## src/rtl/instr_mem_responder_pkg.sv

```systemverilog
// Shared types and constants for the instruction-fetch responder.
package instr_mem_responder_pkg;

  typedef enum logic {IDLE, WAIT} state_t;

  localparam logic [31:0] ERR_RDATA = 32'h0000_0000;

  function automatic int unsigned clog2(input int unsigned v);
    int unsigned r;
    r = 0;
    while ((64'd1 << r) < 64'(v)) r++;
    return r;
  endfunction

endpackage

```

## src/rtl/instr_resp_pipe.sv

```systemverilog
// RESP_LAT-stage valid/data/err delay line; RESP_LAT=0 passes straight through.
module instr_resp_pipe #(
  parameter int unsigned RESP_LAT = 0
) (
  input  logic        clk,
  input  logic        rst_n,
  input  logic        in_valid,
  input  logic [31:0] in_data,
  input  logic        in_err,
  output logic        out_valid,
  output logic [31:0] out_data,
  output logic        out_err
);

  generate
    if (RESP_LAT == 0) begin : g_wire
      assign out_valid = in_valid;
      assign out_data  = in_data;
      assign out_err   = in_err;
    end else begin : g_regs
      logic [RESP_LAT-1:0]       valid_q;
      logic [RESP_LAT-1:0]       err_q;
      logic [RESP_LAT-1:0][31:0] data_q;

      always_ff @(posedge clk or negedge rst_n) begin
        if (!rst_n) begin
          valid_q <= '0;
          err_q   <= '0;
          data_q  <= '0;
        end else begin
          valid_q[0] <= in_valid;
          err_q[0]   <= in_err;
          data_q[0]  <= in_data;
          for (int unsigned i = 1; i < RESP_LAT; i++) begin
            valid_q[i] <= valid_q[i-1];
            err_q[i]   <= err_q[i-1];
            data_q[i]  <= data_q[i-1];
          end
        end
      end

      assign out_valid = valid_q[RESP_LAT-1];
      assign out_data  = data_q[RESP_LAT-1];
      assign out_err   = err_q[RESP_LAT-1];
    end
  endgenerate

endmodule

```

## src/rtl/instr_mem_responder.sv

```systemverilog
// Instruction-fetch req/gnt/rvalid responder in front of a sync-read SRAM.
// Optional out-of-window error responses: define INSTR_MEM_RESPONDER_ERR_EN.
module instr_mem_responder
  import instr_mem_responder_pkg::*;
#(
  parameter logic [31:0] BASE_ADDR = 32'h0000_0000,
  parameter int unsigned MEM_WORDS = 1024,
  parameter int unsigned GNT_WAIT  = 0,
  parameter int unsigned RESP_LAT  = 0,
  localparam int unsigned AW       = clog2(MEM_WORDS)
) (
  input  logic          clk,
  input  logic          rst_n,
  input  logic          instr_req_i,
  input  logic [31:0]   instr_addr_i,
  output logic          instr_gnt_o,
  output logic          instr_rvalid_o,
  output logic [31:0]   instr_rdata_o,
  output logic          instr_err_o,
  output logic          mem_req_o,
  output logic [AW-1:0] mem_addr_o,
  input  logic [31:0]   mem_rdata_i
);

  state_t        state_q, state_d;
  logic [31:0]   cnt_q, cnt_d;
  logic          gnt;
  logic [AW-1:0] word_idx;
  logic [AW-1:0] mem_addr_q;
  logic          resp_valid_q;
  logic          stage_err;
  logic [31:0]   stage_data;
  logic          pipe_valid;
  logic [31:0]   pipe_data;
  logic          pipe_err;
  logic [31:0]   rdata_hold_q;

  always_ff @(posedge clk or negedge rst_n) begin
    if (!rst_n) begin
      state_q <= IDLE;
      cnt_q   <= '0;
    end else begin
      state_q <= state_d;
      cnt_q   <= cnt_d;
    end
  end

  always_comb begin
    state_d = state_q;
    cnt_d   = cnt_q;
    gnt     = 1'b0;
    case (state_q)
      IDLE: begin
        if (instr_req_i) begin
          if (GNT_WAIT == 0) begin
            gnt = 1'b1;
          end else begin
            state_d = WAIT;
            cnt_d   = 32'd1;
          end
        end
      end
      WAIT: begin
        if (!instr_req_i) begin
          state_d = IDLE;
          cnt_d   = '0;
        end else if (cnt_q == GNT_WAIT) begin
          gnt     = 1'b1;
          state_d = IDLE;
          cnt_d   = '0;
        end else begin
          cnt_d = cnt_q + 32'd1;
        end
      end
      default: begin
        state_d = IDLE;
        cnt_d   = '0;
      end
    endcase
  end

  assign word_idx    = AW'((instr_addr_i - BASE_ADDR) >> 2);
  assign instr_gnt_o = gnt;

`ifdef INSTR_MEM_RESPONDER_ERR_EN
  localparam logic [32:0] WIN_BYTES = 33'(MEM_WORDS) << 2;
  logic in_range;
  logic resp_err_q;

  assign in_range  = (instr_addr_i >= BASE_ADDR) &&
                     ({1'b0, instr_addr_i - BASE_ADDR} < WIN_BYTES);
  assign mem_req_o = gnt & in_range;

  always_ff @(posedge clk or negedge rst_n) begin
    if (!rst_n) resp_err_q <= 1'b0;
    else        resp_err_q <= gnt & ~in_range;
  end

  // No SRAM read was issued for an errored request, so its data is forced.
  assign stage_err  = resp_err_q;
  assign stage_data = resp_err_q ? ERR_RDATA : mem_rdata_i;
`else
  assign mem_req_o  = gnt;
  assign stage_err  = 1'b0;
  assign stage_data = mem_rdata_i;
`endif

  always_ff @(posedge clk or negedge rst_n) begin
    if (!rst_n) begin
      mem_addr_q   <= '0;
      resp_valid_q <= 1'b0;
    end else begin
      resp_valid_q <= gnt;
      if (gnt) mem_addr_q <= word_idx;
    end
  end

  assign mem_addr_o = gnt ? word_idx : mem_addr_q;

  instr_resp_pipe #(
    .RESP_LAT (RESP_LAT)
  ) u_pipe (
    .clk       (clk),
    .rst_n     (rst_n),
    .in_valid  (resp_valid_q),
    .in_data   (stage_data),
    .in_err    (stage_err),
    .out_valid (pipe_valid),
    .out_data  (pipe_data),
    .out_err   (pipe_err)
  );

  always_ff @(posedge clk or negedge rst_n) begin
    if (!rst_n)          rdata_hold_q <= '0;
    else if (pipe_valid) rdata_hold_q <= pipe_data;
  end

  assign instr_rvalid_o = pipe_valid;
  assign instr_rdata_o  = pipe_valid ? pipe_data : rdata_hold_q;
  assign instr_err_o    = pipe_valid & pipe_err;

endmodule
```

## config.mk

```make
export PLATFORM = sky130hd
export DESIGN_NAME = instr_mem_responder
export DESIGN_NICKNAME = d
export VERILOG_FILES = /design/src/rtl/instr_mem_responder_pkg.sv /design/src/rtl/instr_resp_pipe.sv /design/src/rtl/instr_mem_responder.sv
export SDC_FILE = /design/constraint.sdc
export NUM_CORES = 1
export LEC_CHECK = 0
export ABC_CLOCK_PERIOD_IN_PS = 3050
export BUFFER_PORTS_ARGS = -buffer_cell sky130_fd_sc_hd__buf_4
export CORE_MARGIN = 2
export CORE_UTILIZATION = 40
export DETAILED_ROUTE_END_ITERATION = 6
export PLACE_DENSITY = 0.65
export SLEW_MARGIN = 20
export SYNTH_ARGS = -nofsm -noshare
export SYNTH_HDL_FRONTEND = slang
export SYNTH_SLANG_ARGS = --single-unit
export TNS_END_PERCENT = 50
```

## constraint.sdc

```tcl
create_clock -name clk -period 3.05 [get_ports clk]
set_clock_uncertainty 0.15 [all_clocks]
set_input_delay 0.61 -clock clk [delete_from_list [all_inputs] [get_ports clk]]
set_output_delay 0.61 -clock clk [all_outputs]
set_load 0.01 [all_outputs]
```

==> flow_summary_export.csv <==
group,metric,value,unit
run_status,status,"finished, final reports clean",
pwr,power.leakage,2.03,nW
placement,finalWeightedCongestion,0.848,
placement,dp_slack,183,ps
critical_path,crit_fanout,6,
floorplanning,die-width,98.1,µm
cts,clk_latency,350,ps
cts,clk_pin_slew,80,ps
critical_path,crit_chain,"nor4_1, nand4_1, o21ai_4, nand2_4, mux2_4, buf_6",
logic_synthesis,netlist_instances,320,
logic_synthesis,syn_area_per_cell,11.1,µm²
critical_path,cp_top_family,"simple AND/OR/NAND/NOR gates",
floorplanning,coreArea,0.00864,mm²
floorplanning,initial_core_util,41.0,%
sta,drv_slew,0,
placement,hpwlAfterDp,5460,µm
sta,hold_viol,0,
routing,drc_errors,0,
logic_synthesis,synthAdderAreaFrac,0.707,%
routing,vias_per_cell,5.58,
placement,placement.cell_area,0.00426,mm²
routing,firstDrtPassIters,5,
logic_synthesis,synth_top_area_share,53.7,%
sta,fin_ws,42.0,ps
finish,layout.nets,479,
cts,ctsHtreeMaxLevel,3,
global_route,grtUsageTotal,17.5,%
global_route,first_global_vias,2713,
global_route,grt_max_degree,77,
pwr,ir_drop,276,µV
logic_synthesis,synth_cell_types,39,
logic_synthesis,synth-simple-area-share,14.2,%
sta,min_period_over_period,98.6,%
finish,n_fill_cell,741,
routing,first_iter_violations,220,
critical_path,cp_slowest_cell,"dfrtp_1",
cts,cts.sink_count,76,
routing,vias,2917,
cts,cts_tree,"built",
floorplanning,rows,34,
logic_synthesis,synth_xor_area_share,0.247,%
routing,antenna_left,0,
logic_synthesis,synth_top_family_by_area,"simple AND/OR/NAND/NOR gates",
sta,max_freq,332,MHz
critical_path,arrival,2250,ps
floorplanning,dieArea,0.00962,mm²
global_route,grt_first_pass_wirelength,13700,µm
cts,cts.path.max_buffers,2,
finish,antennaDiodeCount,0,
global_route,grt.overflow.total,0,
sta,layout_min_cycle_time,3010,ps
sta,rsz0062_at_grt,"true",
critical_path,crit_buf_inv,1,
cts,cts_buffers,9,
cts,root_buffer,"clkbuf_8",
global_route,antenna_found_initial,0,
finish,synthToLayoutAreaGrowth,31.9,%
logic_synthesis,synth-seq-cells,76,
logic_synthesis,synth_top_cell_by_area,"dfrtp_1",
logic_synthesis,ys_seq_area_share,53.7,%
sta,setup_viol_count_final,0,
floorplanning,io_pins,113,
logic_synthesis,syn_nets,389,
critical_path,setup.worst_path.end_class,"output pin",
logic_synthesis,synth_compound_area_share,12.5,%
sta,max-slew-margin-rel,36.2,%
finish,utilization,54.1,%
logic_synthesis,ys.warnings.count,0,
worst_hold_path,hold_path_class,"in -> async",
pwr,p_total,0.00231,W
finish,layout-drive-gt1-share,42.9,%
logic_synthesis,muxShareOfSynthArea,13.6,%
pwr,p_per_area,494,mW/mm²
critical_path,required,2290,ps
logic_synthesis,syn-cell-area,0.00354,mm²
cts,cts_hold_buf,0,
floorplanning,die_y,98.1,µm
critical_path,start_kind,"flip-flop",
sta,fin_tns_setup,0,ps
routing,wire_per_inst,16.1,µm
routing,drt-total-wl,8430,µm
job,cap_viol_max_count,0,
logic_synthesis,synthTopCellsByArea,"dfrtp_1 54%, mux2_2 13%, a31oi_1 5.3%, nand2_1 2.7%, nand4_1 2.5%",
placement,numPortBuffers,89,
critical_path,max_stage_delay,450,ps
finish,fin_area,0.00467,mm²
sta,worst_pin_slew,957,ps
critical_path,crit_type,"reg -> out",
## area by class of cell
cell class	instances	area, µm²	share of cell area [%]
clock inverters	5	108	2.31
inverters	8	30.0	0.643
well taps	108	135	2.89
multi-input cells	213	1570	33.6
clock buffers	11	141	3.03
flip-flops and latches	76	1910	40.8
repair buffers	102	777	16.6
## timing repair
| action | 4_1_cts | 5_1_grt |
|---|---|---|
| resized for setup | 9 | 19 |
| cloned | 1 | 0 |
| endpoints found under the setup margin | 12 | 10 |
| pin swaps | 4 | 6 |
| setup buffers | 1 | 4 |
## sequential cells by signal, summed over array words and instances (netlist names)
name          flops
rdata_hold_q     32
mem_addr_q       10
cnt_q            32
resp_valid_q      1
state_q           1
## per-layer routing
layer	part of all wire (%)	up-vias	track usage (%)
met5	0	-	0
met4	1.8	0	7.26
met3	6.7	18	3.22
met2	46	116	25.9
met1	46	1420	25.4
li1	-	1363	-
## cells in the mapped netlist
cell,instances
mux2i_1,1
inv_1,7
o22ai_1,1
nor4_1,10
nor4b_1,1
a21o_1,4
and3_1,6
conb_1,1
o211ai_1,1
a31oi_1,30
nand3_1,10
or3_1,2
nand2_1,25
dfrtp_1,76
inv_2,1
nor2b_1,1
o21ai_0,12
buf_2,6
xnor2_1,1
a21oi_1,12
nor2_1,9
nand4_1,14
buf_6,4
buf_1,3
nand2b_1,5
o21ba_2,1
o211ai_2,1
nor3_2,1
a22o_1,1
nor3_1,5
ha_1,2
clkbuf_2,1
clkbuf_1,7
and2_1,3
buf_4,3
a21boi_0,1
a41oi_1,6
and4_1,3
mux2_2,42
## where the power goes
group / switching, W / internal (W)
clock: 0.000377 / 0.000571
sequential: 0.0000121 / 0.00106
combinational: 0.000122 / 0.000161
## cell families (layout without fill, tap and decap cells)
family                   after synthesis  count (layout)
AO/OA/AOI/OAI                         70              70
XOR/XNOR                               1               1
adder cells (fa/ha/maj)                2               2
buffers and inverters                 32             126
flip-flops                            76              76
multiplexers                          43              43
other                                  1               1
AND/OR/NAND/NOR                       95              96
## path summary, 6_finish.rpt
| path | from | to | slack (ps) | cells after the start |
|---|---|---|---|---|
| max reg2reg | cnt_q[24] | cnt_q[18] | 640 | 7 |
| min reg2reg | cnt_q[31] | cnt_q[31] | 340 | 1 |
| max in group asynchronous | rst_n | cnt_q[7] | 1810 | 1 |
| min in group clk | cnt_q[31] | cnt_q[31] | 340 | 1 |
| max | cnt_q[24] | mem_addr_o[8] | 40 | 6 |
| min | rst_n | rdata_hold_q[30] | 240 | 1 |
## cell usage in the layout, fill, tap and decap left out, types with 9 or more instances in the layout
cell type / Yosys / layout
a21oi_1: 12 / 12
a31oi_1: 30 / 30
buf_4: 3 / 99
clkbuf_8: 0 / 10
dfrtp_1: 76 / 72
mux2_2: 42 / 39
nand2_1: 25 / 24
nand3_1: 10 / 10
nand4_1: 14 / 14
nor2_1: 9 / 9
o21ai_0: 12 / 11
## through the flow
step           hold slack (ps)  instances
6_report                   239        523
5_1_grt                    331        523
3_5_place_dp               331        501
3_3_place_gp               323        501
4_1_cts                    289        519
2_1_floorplan              164        320
## worst reg2reg max path, stage by stage, from the launching register on
cell      delay [ps]
dfrtp_1          450
nor4_1           320
nand4_1          240
buf_4            210
o211ai_2         180
inv_2            330
a41oi_1          320
a31oi_1           70
Note: power is estimated with default switching activity, not from simulation.
